[config.mk]
export PLATFORM = sky130hd
export DESIGN_NAME = ctrl_pipe_stage
export DESIGN_NICKNAME = d
export VERILOG_FILES = /design/src/rtl/ctrl_pipe_stage.sv
export SDC_FILE = /design/constraint.sdc
export NUM_CORES = 1
export LEC_CHECK = 0
export BUFFER_PORTS_ARGS = -buffer_cell sky130_fd_sc_hd__clkbuf_2
export CORE_AREA = 2 2 47 54
export CTS_BUF_LIST = sky130_fd_sc_hd__clkbuf_8
export DETAILED_ROUTE_END_ITERATION = 10
export DIE_AREA = 0 0 49 56
export MAX_ROUTING_LAYER = met4
export PLACE_DENSITY = 0.81
export SYNTH_ARGS = -nofsm -noshare
export SYNTH_HDL_FRONTEND = slang
export SYNTH_SLANG_ARGS = --single-unit
[constraint.sdc]
create_clock -name CLK -period 2.45 [get_ports CLK]
set_input_delay 0.245 -clock CLK [delete_from_list [all_inputs] [get_ports CLK]]
set_output_delay 0.245 -clock CLK [all_outputs]
set_load 0.01 [all_outputs]
[src/rtl/ctrl_pipe_stage.sv]
// Elastic multi-stage pipeline register for the decode-to-execute control bundle.
// Optional back-pressure statistics counter enabled by defining CTRL_PIPE_STATS_EN.
module ctrl_pipe_stage #(
    parameter int               WIDTH     = 11,
    parameter int               DEPTH     = 2,
    parameter logic [WIDTH-1:0] KILL_MASK = WIDTH'(11'h218)
) (
    input  logic                       CLK,
    input  logic                       RST,
    input  logic                       in_valid,
    output logic                       in_ready,
    input  logic [WIDTH-1:0]           in_data,
    input  logic                       flush,
    output logic                       out_valid,
    input  logic                       out_ready,
    output logic [WIDTH-1:0]           out_data,
    output logic [$clog2(DEPTH+1)-1:0] occupancy
`ifdef CTRL_PIPE_STATS_EN
    ,
    output logic [15:0]                stall_cnt
`endif
);

    localparam int OCC_W = $clog2(DEPTH+1);

    logic [DEPTH-1:0] v_q;
    logic [DEPTH-1:0] v_d;
    logic [WIDTH-1:0] d_q [DEPTH];
    logic [WIDTH-1:0] d_d [DEPTH];
    logic [DEPTH-1:0] acc;
    logic [DEPTH-1:0] up_v;
    logic [WIDTH-1:0] up_d [DEPTH];

    // A stage can accept when any stage at or beyond it is empty, or downstream drains.
    always_comb begin
        logic run;
        run = out_ready;
        acc = '0;
        for (int i = DEPTH-1; i >= 0; i--) begin
            run    = run | ~v_q[i];
            acc[i] = run;
        end
    end

    assign in_ready = acc[0] & ~flush;

    genvar gi;
    generate
        for (gi = 0; gi < DEPTH; gi++) begin : g_up
            if (gi == 0) begin : g_head
                assign up_v[gi] = in_valid & in_ready;
                assign up_d[gi] = in_data;
            end else begin : g_body
                assign up_v[gi] = v_q[gi-1];
                assign up_d[gi] = d_q[gi-1];
            end
        end
    endgenerate

    always_comb begin
        for (int i = 0; i < DEPTH; i++) begin
            v_d[i] = v_q[i];
            d_d[i] = d_q[i];
            if (flush) begin
                v_d[i] = 1'b0;
            end else if (acc[i]) begin
                v_d[i] = up_v[i];
                if (up_v[i]) begin
                    d_d[i] = up_d[i];
                end
            end
        end
    end

    always_ff @(posedge CLK or posedge RST) begin
        if (RST) begin
            v_q <= '0;
            for (int i = 0; i < DEPTH; i++) begin
                d_q[i] <= '0;
            end
        end else begin
            v_q <= v_d;
            for (int i = 0; i < DEPTH; i++) begin
                d_q[i] <= d_d[i];
            end
        end
    end

    assign out_valid = v_q[DEPTH-1];
    assign out_data  = v_q[DEPTH-1] ? d_q[DEPTH-1] : (d_q[DEPTH-1] & ~KILL_MASK);

    always_comb begin
        occupancy = '0;
        for (int i = 0; i < DEPTH; i++) begin
            occupancy = occupancy + OCC_W'(v_q[i]);
        end
    end

`ifdef CTRL_PIPE_STATS_EN
    logic [15:0] stall_q;
    logic [15:0] stall_d;

    always_comb begin
        stall_d = stall_q;
        if (out_valid && !out_ready && !flush && stall_q != 16'hFFFF) begin
            stall_d = stall_q + 16'd1;
        end
    end

    always_ff @(posedge CLK or posedge RST) begin
        if (RST) begin
            stall_q <= '0;
        end else begin
            stall_q <= stall_d;
        end
    end

    assign stall_cnt = stall_q;
`endif

endmodule
* After elaboration in Yosys (flattened, before gate mapping)
Cells that the tools add are included.
Widths: inputs -> output; s select.
** Cells by class
- Mux-type cells :: 5
- Reductions and logical operators :: 4
- Bitwise logic cells :: 7
- Add/subtract/negate cells :: 1
** Operator list (count)
- $mux 10 :: 1
- $reduce_and 3->1 :: 2
- $mux 1 :: 4
- $reduce_bool 2->1 :: 2
- $not 1->1 :: 3
- $add 1x1->2 :: 1
- $and 1x1->1 :: 2
- $or 1x1->1 :: 2
** Word-level totals
- Bits in registers :: 24
- Input bits :: 16
- Output and inout port bits :: 15

* Logic depth before layout (Yosys ltp)
- Word-level depth :: 7
- Depth in mapped cells :: 4
- Depth with buffers taken out :: 3

* Worst setup path before layout
OpenSTA, ideal clock, no wires.
- Kind :: flip-flop to flip-flop
- Start :: reg v_q[1]
- End :: reg d_q[11] in the netlist's numbering
- Cell stages (with the launch flop) :: 5
- Clock period less this slack :: 1.606 ns
- Setup time :: 0.125 ns
- Path buffers :: 1
- Data required time :: 2.325 ns
- Path slack :: 0.844 ns
- Data arrival time :: 1.481 ns
- Path through :: dfrtp_1 > and3b_4 > or3b_4 > buf_6 > mux2_4
** Between the ends
- Word-level cells in the longest chain between the ends :: 6
** Ends and longest elaborated chain
- start, declared :: RTL line 26 : logic [DEPTH-1:0] v_q;
- start signal, assigned :: RTL line 82 : v_q <= v_d;
- $not 1->1 * :: RTL line 40 : run = run | ~v_q[i];
- $or 1x1->1 * (2 in series) :: RTL line 40
- $and 1x1->1 :: RTL line 45 : assign in_ready = acc[0] & ~flush;
- $and 1x1->1 :: RTL line 51 : assign up_v[gi] = in_valid & in_ready;
- $reduce_and 3->1 (no line) *
- end signal, assigned by index :: RTL line 84 : d_q[i] <= d_d[i];
- end, declared :: RTL line 28 : logic [WIDTH-1:0] d_q [DEPTH];
Every way passes the cells marked *; elsewhere a longest branch is shown, timed or not.
A chain may end at the register's enable or synchronous reset.

* Worst setup path after layout
Same ends and word-level chain as after synthesis.

==> flow_summary.yaml <==
outcome:
  status: "finished clean"
cells_and_area:
  final_cell_mix: "30 x clkbuf_2, 24 x dfrtp_1, 12 x mux2_2"
  regArea_sq_um: 601
  drive_gt1_share_pct: 61.1
  final_core_utilization_pct: 56.0
  nets: 113
  synthToLayoutAreaGrowth_pct: 15.7
  fillCellCount: 195
  antennaDiodeCount: 0
  layout_commonest_cell: "clkbuf_2"
  multiInputGateArea_sq_um: 369
detailed_routing:
  drc: 0
  drt_pass1_iterations: 3
  avgViaCountPerCell: 4.58
  wl_per_cell_microns: 12.5
  vias: 572
  antenna_left: 0
  drt_iter0_drc: 13
  drt-total-wl_mm: 1.57
clock_network:
  clock-sinks: 24
  clock_latency_ns: 0.25
  cts_resized: 0
  cts-root-buf: "clkbuf_8"
  clockBufferDepth: 2
  cts_tree: "done"
  htree_levels: 1
  cts_setup_buffers: 0
  path_clk_slew_ns: 0.08
  cts_hold_buf: 0
  cts_made_buffers: 3
setup_path:
  arrival_ns: 1.76
  critPathLaunchType: "register"
  cp-end-kind: "register"
  worst-path-max-fanout: 11
  cp.required_ns: 2.59
  worst_r2r_path_depth: 3
  path_class: "register to register"
  r2r_slack_ns: 0.84
  r2r-start: "v_q[1]$_DFFE_PP0P_"
  reg2reg_to: "d_q[11]$_DFFE_PP0P_"
timing:
  slew_headroom_pct: 42.4
  setup_viol: 0
  hold_viol: 0
  layout_setup_ws_ns: 0.839
  fin_worst_skew_ns: 0.00278
  finalCritPeriodShare_pct: 65.8
  fmax_mhz: 621
  hold_slack_ns: 0.148
  rsz0062_at_grt: "no"
  min_period_ns: 1.61
  slew_violations: 0
  worst_pin_slew_ns: 0.863
  fin_setup_tns_ns: 0
synthesis:
  avgSynthCellArea_sq_um: 14.9
  yosysWarnings: 0
  syn-num-nets: 88
  netlist_instances: 71
  synth.distinct_cells: 14
  synth-seq-cells: 24
  netlist_area_sq_um: 1060
  synth_seq_area_share_pct: 56.8
pwr:
  power_frac_comb_pct: 21.0
  power.share.switching_pct: 24.0
  cell_internal_pwr_mw: 0.747
  power.switching_mw: 0.236
  p_clk_share_pct: 25.7
  seqPwrFrac_pct: 53.3
  power.density_nw_per_um2: 804
  ir_worst_vdd_mv: 0.665
  p_leak_nw: 0.635
die:
  io_pins: 31
  rows: 18
  die_w_microns: 49
  initial_core_util_pct: 48.4
  die_area_sq_um: 2740
  coreArea_sq_um: 2180
  die_height_microns: 56
flow_run:
  max-cap-violations: 0
global_routing:
  antenna_found_initial: 0
  track_usage_pct: 13.5
  grt.overflow.total: 0
  grt_max_degree: 25
  grt_pass1_wl_mm: 2.77
  grt_pass1_vias: 616
place:
  dp_slack_ns: 0.832
  hpwlAfterDp_mm: 1.20
  gp_congestion: 0.634
  port_buffers: 30
min_path:
  worstHoldPathType: "primary input to async pin"
-- power by group through the flow --
stage | clock network [mW] | registers [mW] | logic [mW]
2_1_floorplan | 0 | 0.517 | 0.198
3_3_place_gp | 0 | 0.529 | 0.204
3_5_place_dp | 0 | 0.533 | 0.210
4_1_cts | 0.260 | 0.526 | 0.211
5_1_grt | 0.281 | 0.538 | 0.227
6_report | 0.252 | 0.524 | 0.206
-- kinds of logic (layout without fill, tap and decap cells) --
family	Yosys count	after routing	share of synthesized area [%]
flip-flops	24	24	56.8
multiplexers	22	22	27.0
AND/OR/NAND/NOR	9	9	5.44
AO/OA/AOI/OAI	2	2	1.30
buffers and inverters	13	37	8.28
adder cells (fa/ha/maj)	1	1	1.18
-- metrics by stage --
step | power (mW) | cells | area (sq um)
finish | 0.983 | 125 | 1220
global route | 1.05 | 125 | 1220
CTS | 0.996 | 125 | 1220
detailed placement | 0.743 | 121 | 1170
global placement | 0.733 | 121 | 1170
floorplan | 0.715 | 71 | 1060
-- critical path: stages (launching register included) --
cell and delay [ns]:
dfrtp_1 0.45, and3b_4 0.23, or3b_4 0.49, mux2_4 0.33
-- synth_stat cells --
master | number | area share, %
and3b_4 | 1 | 1.2
mux2_4 | 10 | 14
and2_1 | 3 | 1.8
nor2_1 | 4 | 1.4
a21oi_1 | 1 | 0.47
ha_1 | 1 | 1.2
mux2_2 | 12 | 13
or3b_4 | 1 | 1.1
inv_1 | 3 | 1.1
buf_2 | 1 | 0.47
buf_6 | 1 | 1.1
buf_4 | 8 | 5.7
dfrtp_1 | 24 | 57
a211o_1 | 1 | 0.83
-- sequential cells by signal, indices dropped and copies added, names as in the netlist --
name	count
v_q	2
d_q	22
-- layout make-up --
| cell class | instances | area share, % |
|---|---|---|
| inverter | 3 | 0.920 |
| multi-input combinational | 34 | 30.2 |
| timing repair buffer | 30 | 12.3 |
| clock buffer | 4 | 4.50 |
| sequential | 24 | 49.1 |
| tap | 30 | 3.07 |
-- worst max path at each step --
stage	from	endpoint	slack, ns	depth (start not counted)
final	v_q[1]$_DFFE_PP0P_	d_q[11]$_DFFE_PP0P_	0.84	3
after detailed placement	v_q[1]$_DFFE_PP0P_	d_q[11]$_DFFE_PP0P_	0.83	3
after global placement	v_q[1]$_DFFE_PP0P_	d_q[11]$_DFFE_PP0P_	0.89	3
after floorplan	v_q[1]$_DFFE_PP0P_	d_q[11]$_DFFE_PP0P_	0.84	4
after CTS	v_q[1]$_DFFE_PP0P_	d_q[11]$_DFFE_PP0P_	0.83	3
after global routing	v_q[1]$_DFFE_PP0P_	d_q[13]$_DFFE_PP0P_	0.77	3
-- metal layers --
metal  vias up  global-route usage (%)  routed length, microns
met5         -                       -                       0
met2        11                    22.1                     814
met3         2                    3.23                      48
met1       282                    17.1                     693
met4         0                    2.45                      10
li1        277                       -                       -
Power figures use the tool's default switching activity.
